### src/rtl/inst_fetch_stage.sv
// Instruction fetch stage: PC register, redirect selection (jr > j/jal > branch)
// and the IF/ID pipeline register with a count of delivered instructions.
module inst_fetch_stage #(
  parameter logic [31:0] RESET_PC = 32'h0000_0000
) (
  input  logic        Clk,
  input  logic        Reset,
  input  logic        Stall,
  input  logic        Flush,
  input  logic        Br_Taken,
  input  logic [15:0] Br_Offset,
  input  logic        Jmp_Taken,
  input  logic [25:0] Jmp_Index,
  input  logic        Jr_Taken,
  input  logic [31:0] Jr_Addr,
  output logic [31:0] Imem_Addr,
  input  logic [31:0] Imem_Data,
  output logic [31:0] ID_Inst,
  output logic [31:0] ID_PC4,
  output logic        ID_Valid,
  output logic [31:0] Fetch_Count
);

  localparam logic [31:0] ResetPcAligned = {RESET_PC[31:2], 2'b00};

  logic [31:0] pc_q, pc_d;
  logic [31:0] idInst_q, idInst_d;
  logic [31:0] idPc4_q, idPc4_d;
  logic        idValid_q, idValid_d;
  logic [31:0] fetchCount_q, fetchCount_d;

  logic [31:0] pcPlus4;
  logic [31:0] branchTarget;
  logic [31:0] jumpTarget;
  logic [31:0] jrTarget;
  logic [31:0] redirectTarget;
  logic        redirect;

  assign pcPlus4      = pc_q + 32'd4;
  assign branchTarget = idPc4_q + {{14{Br_Offset[15]}}, Br_Offset, 2'b00};
  assign jumpTarget   = {idPc4_q[31:28], Jmp_Index, 2'b00};
  assign jrTarget     = Jr_Addr & 32'hFFFF_FFFC;

  // Control transfers are only trusted when the instruction in ID is real
  // and decode is not holding it.
  always_comb begin
    redirect       = idValid_q && !Stall && (Jr_Taken || Jmp_Taken || Br_Taken);
    redirectTarget = branchTarget;
    if (Jr_Taken) begin
      redirectTarget = jrTarget;
    end else if (Jmp_Taken) begin
      redirectTarget = jumpTarget;
    end
  end

  always_comb begin
    pc_d         = pc_q;
    idInst_d     = idInst_q;
    idPc4_d      = idPc4_q;
    idValid_d    = idValid_q;
    fetchCount_d = fetchCount_q;
    if (!Stall) begin
      if (redirect || Flush) begin
        pc_d      = redirect ? redirectTarget : pcPlus4;
        idInst_d  = 32'h0;
        idPc4_d   = 32'h0;
        idValid_d = 1'b0;
      end else begin
        pc_d         = pcPlus4;
        idInst_d     = Imem_Data;
        idPc4_d      = pcPlus4;
        idValid_d    = 1'b1;
        fetchCount_d = fetchCount_q + 32'd1;
      end
    end
  end

  always_ff @(posedge Clk or negedge Reset) begin
    if (!Reset) begin
      pc_q         <= ResetPcAligned;
      idInst_q     <= 32'h0;
      idPc4_q      <= 32'h0;
      idValid_q    <= 1'b0;
      fetchCount_q <= 32'h0;
    end else begin
      pc_q         <= pc_d;
      idInst_q     <= idInst_d;
      idPc4_q      <= idPc4_d;
      idValid_q    <= idValid_d;
      fetchCount_q <= fetchCount_d;
    end
  end

  assign Imem_Addr   = pc_q;
  assign ID_Inst     = idInst_q;
  assign ID_PC4      = idPc4_q;
  assign ID_Valid    = idValid_q;
  assign Fetch_Count = fetchCount_q;

endmodule

### config.mk
export PLATFORM = sky130hd
export DESIGN_NAME = inst_fetch_stage
export DESIGN_NICKNAME = d
export VERILOG_FILES = /design/src/rtl/inst_fetch_stage.sv
export SDC_FILE = /design/constraint.sdc
export NUM_CORES = 1
export LEC_CHECK = 0
export ABC_AREA = 0
export ABC_CLOCK_PERIOD_IN_PS = 3080
export CELL_PAD_IN_SITES_DETAIL_PLACEMENT = 0
export CELL_PAD_IN_SITES_GLOBAL_PLACEMENT = 1
export CORE_ASPECT_RATIO = 0.5
export CORE_MARGIN = 8
export CORE_UTILIZATION = 35
export DETAILED_ROUTE_END_ITERATION = 6
export PLACE_DENSITY_LB_ADDON = 0.25
export SETUP_SLACK_MARGIN = 0.3
export SKIP_CTS_REPAIR_TIMING = 1
export SYNTH_ARGS = -nofsm -noshare
export SYNTH_HDL_FRONTEND = slang
export SYNTH_SLANG_ARGS = --single-unit
### constraint.sdc
create_clock -name Clk -period 3.08 [get_ports Clk]
set_clock_uncertainty 0.1 [all_clocks]
set_input_delay 0.616 -clock Clk [delete_from_list [all_inputs] [get_ports Clk]]
set_output_delay 0.616 -clock Clk [all_outputs]
set_load 0.02 [all_outputs]
Word-level counts from Yosys, hierarchy flattened
Index checks and enable logic that the tools add are counted.
{"block": "word_totals", "reg_bits": 129, "input_bits": 113, "out_inout_bits": 129, "wordCells": 24}
{"block": "classes", "addsub": 3, "n_mux": 7, "n_bitwise": 2, "n_reduce_logical": 7}
{"operator": "two-way mux 32 bit", "count": 6}
{"operator": "adder 32 x 1 -> 32 bit (second input constant)", "count": 1}
{"operator": "adder 32 x 3 -> 32 bit (second input constant)", "count": 1}
{"operator": "adder 32 bit", "count": 1}
{"operator": "logical OR 1 bit", "count": 3}
{"operator": "logical AND 1 bit", "count": 2}
{"operator": "NOT 1 bit", "count": 2}
{"operator": "AND reduction 2 bit", "count": 1}
{"operator": "zero test 1 bit", "count": 1}
{"operator": "two-way mux 1 bit", "count": 1}

Logic depth before layout (Yosys ltp)
{"block": "logic_depth", "word_depth": 6, "mapped_depth": 10}

Least setup slack after synthesis
No wires, ideal clock.
{"block": "synth_path", "path_type": "input port to flip-flop", "startpoint": "input port Br_Offset[15]", "endpoint": "register pc_q[31] (netlist: Imem_Addr[31])", "setup_ps": 129, "arrival_time_ps": 2521, "required_time_ps": 2851, "slack_ps": 330, "cell_stages": 10, "n_path_buf": 1, "path_cell_list": "ha_1 > buf_2 > a211oi_1 > o211ai_1 > a221o_1 > a211o_1 > a211o_1 > xor2_1 > nor2_1 > o21ai_0"}
{"block": "synth_between", "elab_chain_len": 5}
{"element": "from (decl)", "line": "11", "text": "input logic [15:0] Br_Offset,"}
{"element": "adder 32 bit", "line": "40", "text": "assign branchTarget = idPc4_q + {{14{Br_Offset[15]}}, Br_Offset, 2'b00};"}
{"element": "two-way mux 32 bit", "line": "51", "text": "end else if (Jmp_Taken) begin"}
{"element": "two-way mux 32 bit", "line": "49", "text": "if (Jr_Taken) begin"}
{"element": "two-way mux 32 bit", "line": "64", "text": "pc_d = redirect ? redirectTarget : pcPlus4;"}
{"element": "two-way mux 32 bit", "line": "63", "text": "if (redirect || Flush) begin"}
{"element": "to (signal assigned)", "line": "80", "text": "pc_q <= ResetPcAligned;"}
{"element": "to (signal assigned)", "line": "86", "text": "pc_q <= pc_d;"}
{"element": "to (decl)", "line": "26", "text": "logic [31:0] pc_q, pc_d;"}
No other way between the ends.
A chain may end at the register's enable or synchronous reset.

Final worst setup path
{"block": "layout_path", "startpoint": "input port Br_Offset[14]", "endpoint": "register pc_q[31] (netlist: Imem_Addr[31])"}
The elaborated chain is that of the path after synthesis.

==> impl_metrics.yaml <==
detailed_routing:
  drc_errors: 0
  wl_per_cell_um: 20.5
  drt-pass1-iter-count: 4
  drt_iter0_markers: 619
  vias: 8486
  vias_per_cell: 5.38
  ant_nets: 0
  wirelength_mm: 32.3
setup_path:
  path_class: "primary input to flop"
  critPathCaptureType: "flop"
  cp.arrival_ns: 2.94
  critPathSlowestCell: "clkdlybuf4s50_1"
  crit_fanout: 6
  r2r_start: "ID_PC4[3]$_DFFE_PN0N_"
  worstPathRequired_ns: 3.30
  start_kind: "primary input"
  startpoint: "Br_Offset[14]"
  slowest_delay_ns: 0.51
  crit_family: "compound AO/OA/AOI/OAI gates"
  crit_chain: "clkdlybuf4s50_1 > ha_4 > a21oi_2 > o22ai_2 > o311ai_0 > a2111oi_1 > a211o_1 > xor2_1 > nor2_1 > o21ai_1"
  critPathBufInv: 1
pwr:
  p_total_mw: 7.68
  power_leakage_nw: 5.62
  p_per_area_mw_per_mm2: 604
  vdd_drop_max_mv: 0.310
logic_synthesis:
  ys.flop_type: "dfrtp_1"
  synth_edf_count: 0
  synth-seq-area-share: 0.399
  syn_area_per_cell_um2: 8.92
  synth_seq_cells: 129
  syn-cell-area_mm2: 0.00809
  async_reset_ff_frac: 1.00
  syn_inst: 907
  yosysUniqueCellTypes: 70
  syn_nets: 1052
  yosys_warnings: 0
grt:
  grt_overflow_total: 0
  grt_pass1_wl_mm: 48.7
  antenna_found_initial: 3
  grt_max_degree: 50
  grtUsageTotal: 0.218
  grt_pass1_vias: 8656
place:
  dp_hpwl_mm: 24.5
  place_congestion: 0.919
  pre_cts_slack_ns: -0.527
  dp.cells: 1543
  place.port_buffers: 239
timing:
  fin_ws_ns: 0.360
  whs_ns: -0.00511
  hold_violations: 4
  post-route-period-util: 0.883
  tightest_slew_ns: 0.761
  finalSetupViolations: 0
  fmax_mhz: 368
  slew_viol_final: 0
  relSlewSlack: 0.491
  rsz0062_at_grt: "yes"
  finalCriticalPeriod_ns: 2.72
cts:
  clkSlewWorstSetupHoldPaths_ns: 0.06
  cts_max_path_buffers: 2
  cts_made_buffers: 17
  cts.sink_count: 129
  htreeDepth: 4
  root_buffer: "clkbuf_16"
  cts_tree: "yes"
  clk_latency_ns: 0.44
die:
  coreArea_mm2: 0.0227
  start_util: 0.356
  rows: 39
  ios: 242
  die_area_mm2: 0.0285
  die_w_um: 231
  die_h_um: 123
run_status:
  status: "finished, violations left"
  violations: "negative hold slack"
final_layout:
  final_cells: 1578
  areaGrowthSynthToFinish_pct: 57.3
  layout.cells.most_common_list: "clkdlybuf4s50_1, buf_4, nand2_1, dfrtp_1, o21ai_0"
  layout_commonest_cell: "clkdlybuf4s50_1"
  drive_gt1_frac: 0.186
  fill_cells: 2084
  final_util: 0.560
  finalNetCount: 1404
job:
  maxCapViolCount: 0
min_path:
  hold_path.class: "primary input to async pin"
where the power goes:
part	internal (mW)	switching [mW]	total [mW]
registers	1.98	0.442	2.42
logic	1.60	1.63	3.23
clock network	1.25	0.786	2.03
stage by stage:
stage | cell area (um^2) | setup TNS (ns)
2_1_floorplan | 8090 | 0
3_3_place_gp | 11700 | -5.69
3_5_place_dp | 11700 | -6.37
4_1_cts | 12300 | -0.148
5_1_grt | 12700 | 0
6_report | 12700 | 0
cell usage after synthesis (3+ instances only):
library cell  number  area (um^2)
a221oi_1           3         26.3
a211oi_2           3         37.5
dfrtp_1          129         3230
o22a_1             5         43.8
a21oi_1           58          290
nand4_1           12         75.1
a211oi_1           6         45.0
a31oi_1            8         50.1
buf_1              3         11.3
and4_1             8         70.1
o221ai_1           5         43.8
mux2i_1            3         30.0
a211o_1            5         43.8
a22o_1            35          307
o21ai_0           87          435
ha_1              31          388
and3_1            14         87.6
a311oi_1           3         26.3
o211ai_1          19          143
a221o_1            3         30.0
o21bai_1           4         30.0
nand3_1           36          180
nand2b_1           5         31.3
buf_2              4         20.0
clkbuf_1          37          139
or3_1              7         43.8
nand2_1          131          492
o21a_1             5         37.5
nor3_1            10         50.1
o311ai_0           4         35.0
a21o_1            22          165
xnor2_1           42          368
o22ai_1            6         37.5
nor2_1            55          206
mux2_2             3         33.8
nor4_1             6         37.5
xor2_1            33          289
inv_1             14         52.6
kinds of logic (layout without fill, tap and decap cells):
logic type | Yosys count | count (layout) | synth area share
AND/OR/NAND/NOR | 304 | 304 | 0.185
flip-flops | 129 | 129 | 0.399
buffers and inverters | 62 | 425 | 0.0312
adder cells (fa/ha/maj) | 32 | 32 | 0.0504
XOR/XNOR | 75 | 75 | 0.0812
multiplexers | 6 | 6 | 0.00789
other | 0 | 1 | 0
AO/OA/AOI/OAI | 299 | 299 | 0.245
routing by layer:
layer	wire length (um)	track usage	share of wire
met2	15100	0.357	0.47
met4	708	0.0772	0.022
met1	14100	0.276	0.44
met5	27	0	0.00084
met3	2300	0.0637	0.071
final timing paths:
path | end | slack [ns] | depth (start not counted)
max in group asynchronous | ID_PC4[27]$_DFFE_PN0N_ | 2.17 | 2
min in group Clk | Fetch_Count[31]$_DFFE_PN0P_ | 0.36 | 1
worst min-delay path | Imem_Addr[8]$_DFFE_PN0N_ | -0.005 | 1
worst max-delay path | Imem_Addr[31]$_DFFE_PN0N_ | 0.36 | 10
worst max register to register | Imem_Addr[19]$_DFFE_PN0N_ | 0.41 | 11
worst min register to register | Fetch_Count[31]$_DFFE_PN0P_ | 0.36 | 1
sequential cells by signal, summed over array words and instances, names as in the netlist:
name         cells
ID_Valid         1
ID_PC4          32
Fetch_Count     32
ID_Inst         32
Imem_Addr       32
cell type report:
cell class / count / area (um^2) / area share
multi-input combinational: 716 / 4940 / 0.389
sequential: 129 / 3230 / 0.254
inverter: 16 / 60.1 / 0.00472
clock buffer: 22 / 474 / 0.0373
tap: 307 / 384 / 0.0302
antenna: 1 / 2.50 / 0.000197
clock inverter: 8 / 105 / 0.00826
timing repair buffer: 379 / 3530 / 0.277
worst reg2reg max path: cells and delay by family (launching register included):
family	cells	cell delay [ns]
AO/OA/AOI/OAI	8	1.41
flip-flops	1	0.44
buffers and inverters	2	0.32
adder cells (fa/ha/maj)	1	0.33
Power figures use the tool's default switching activity.
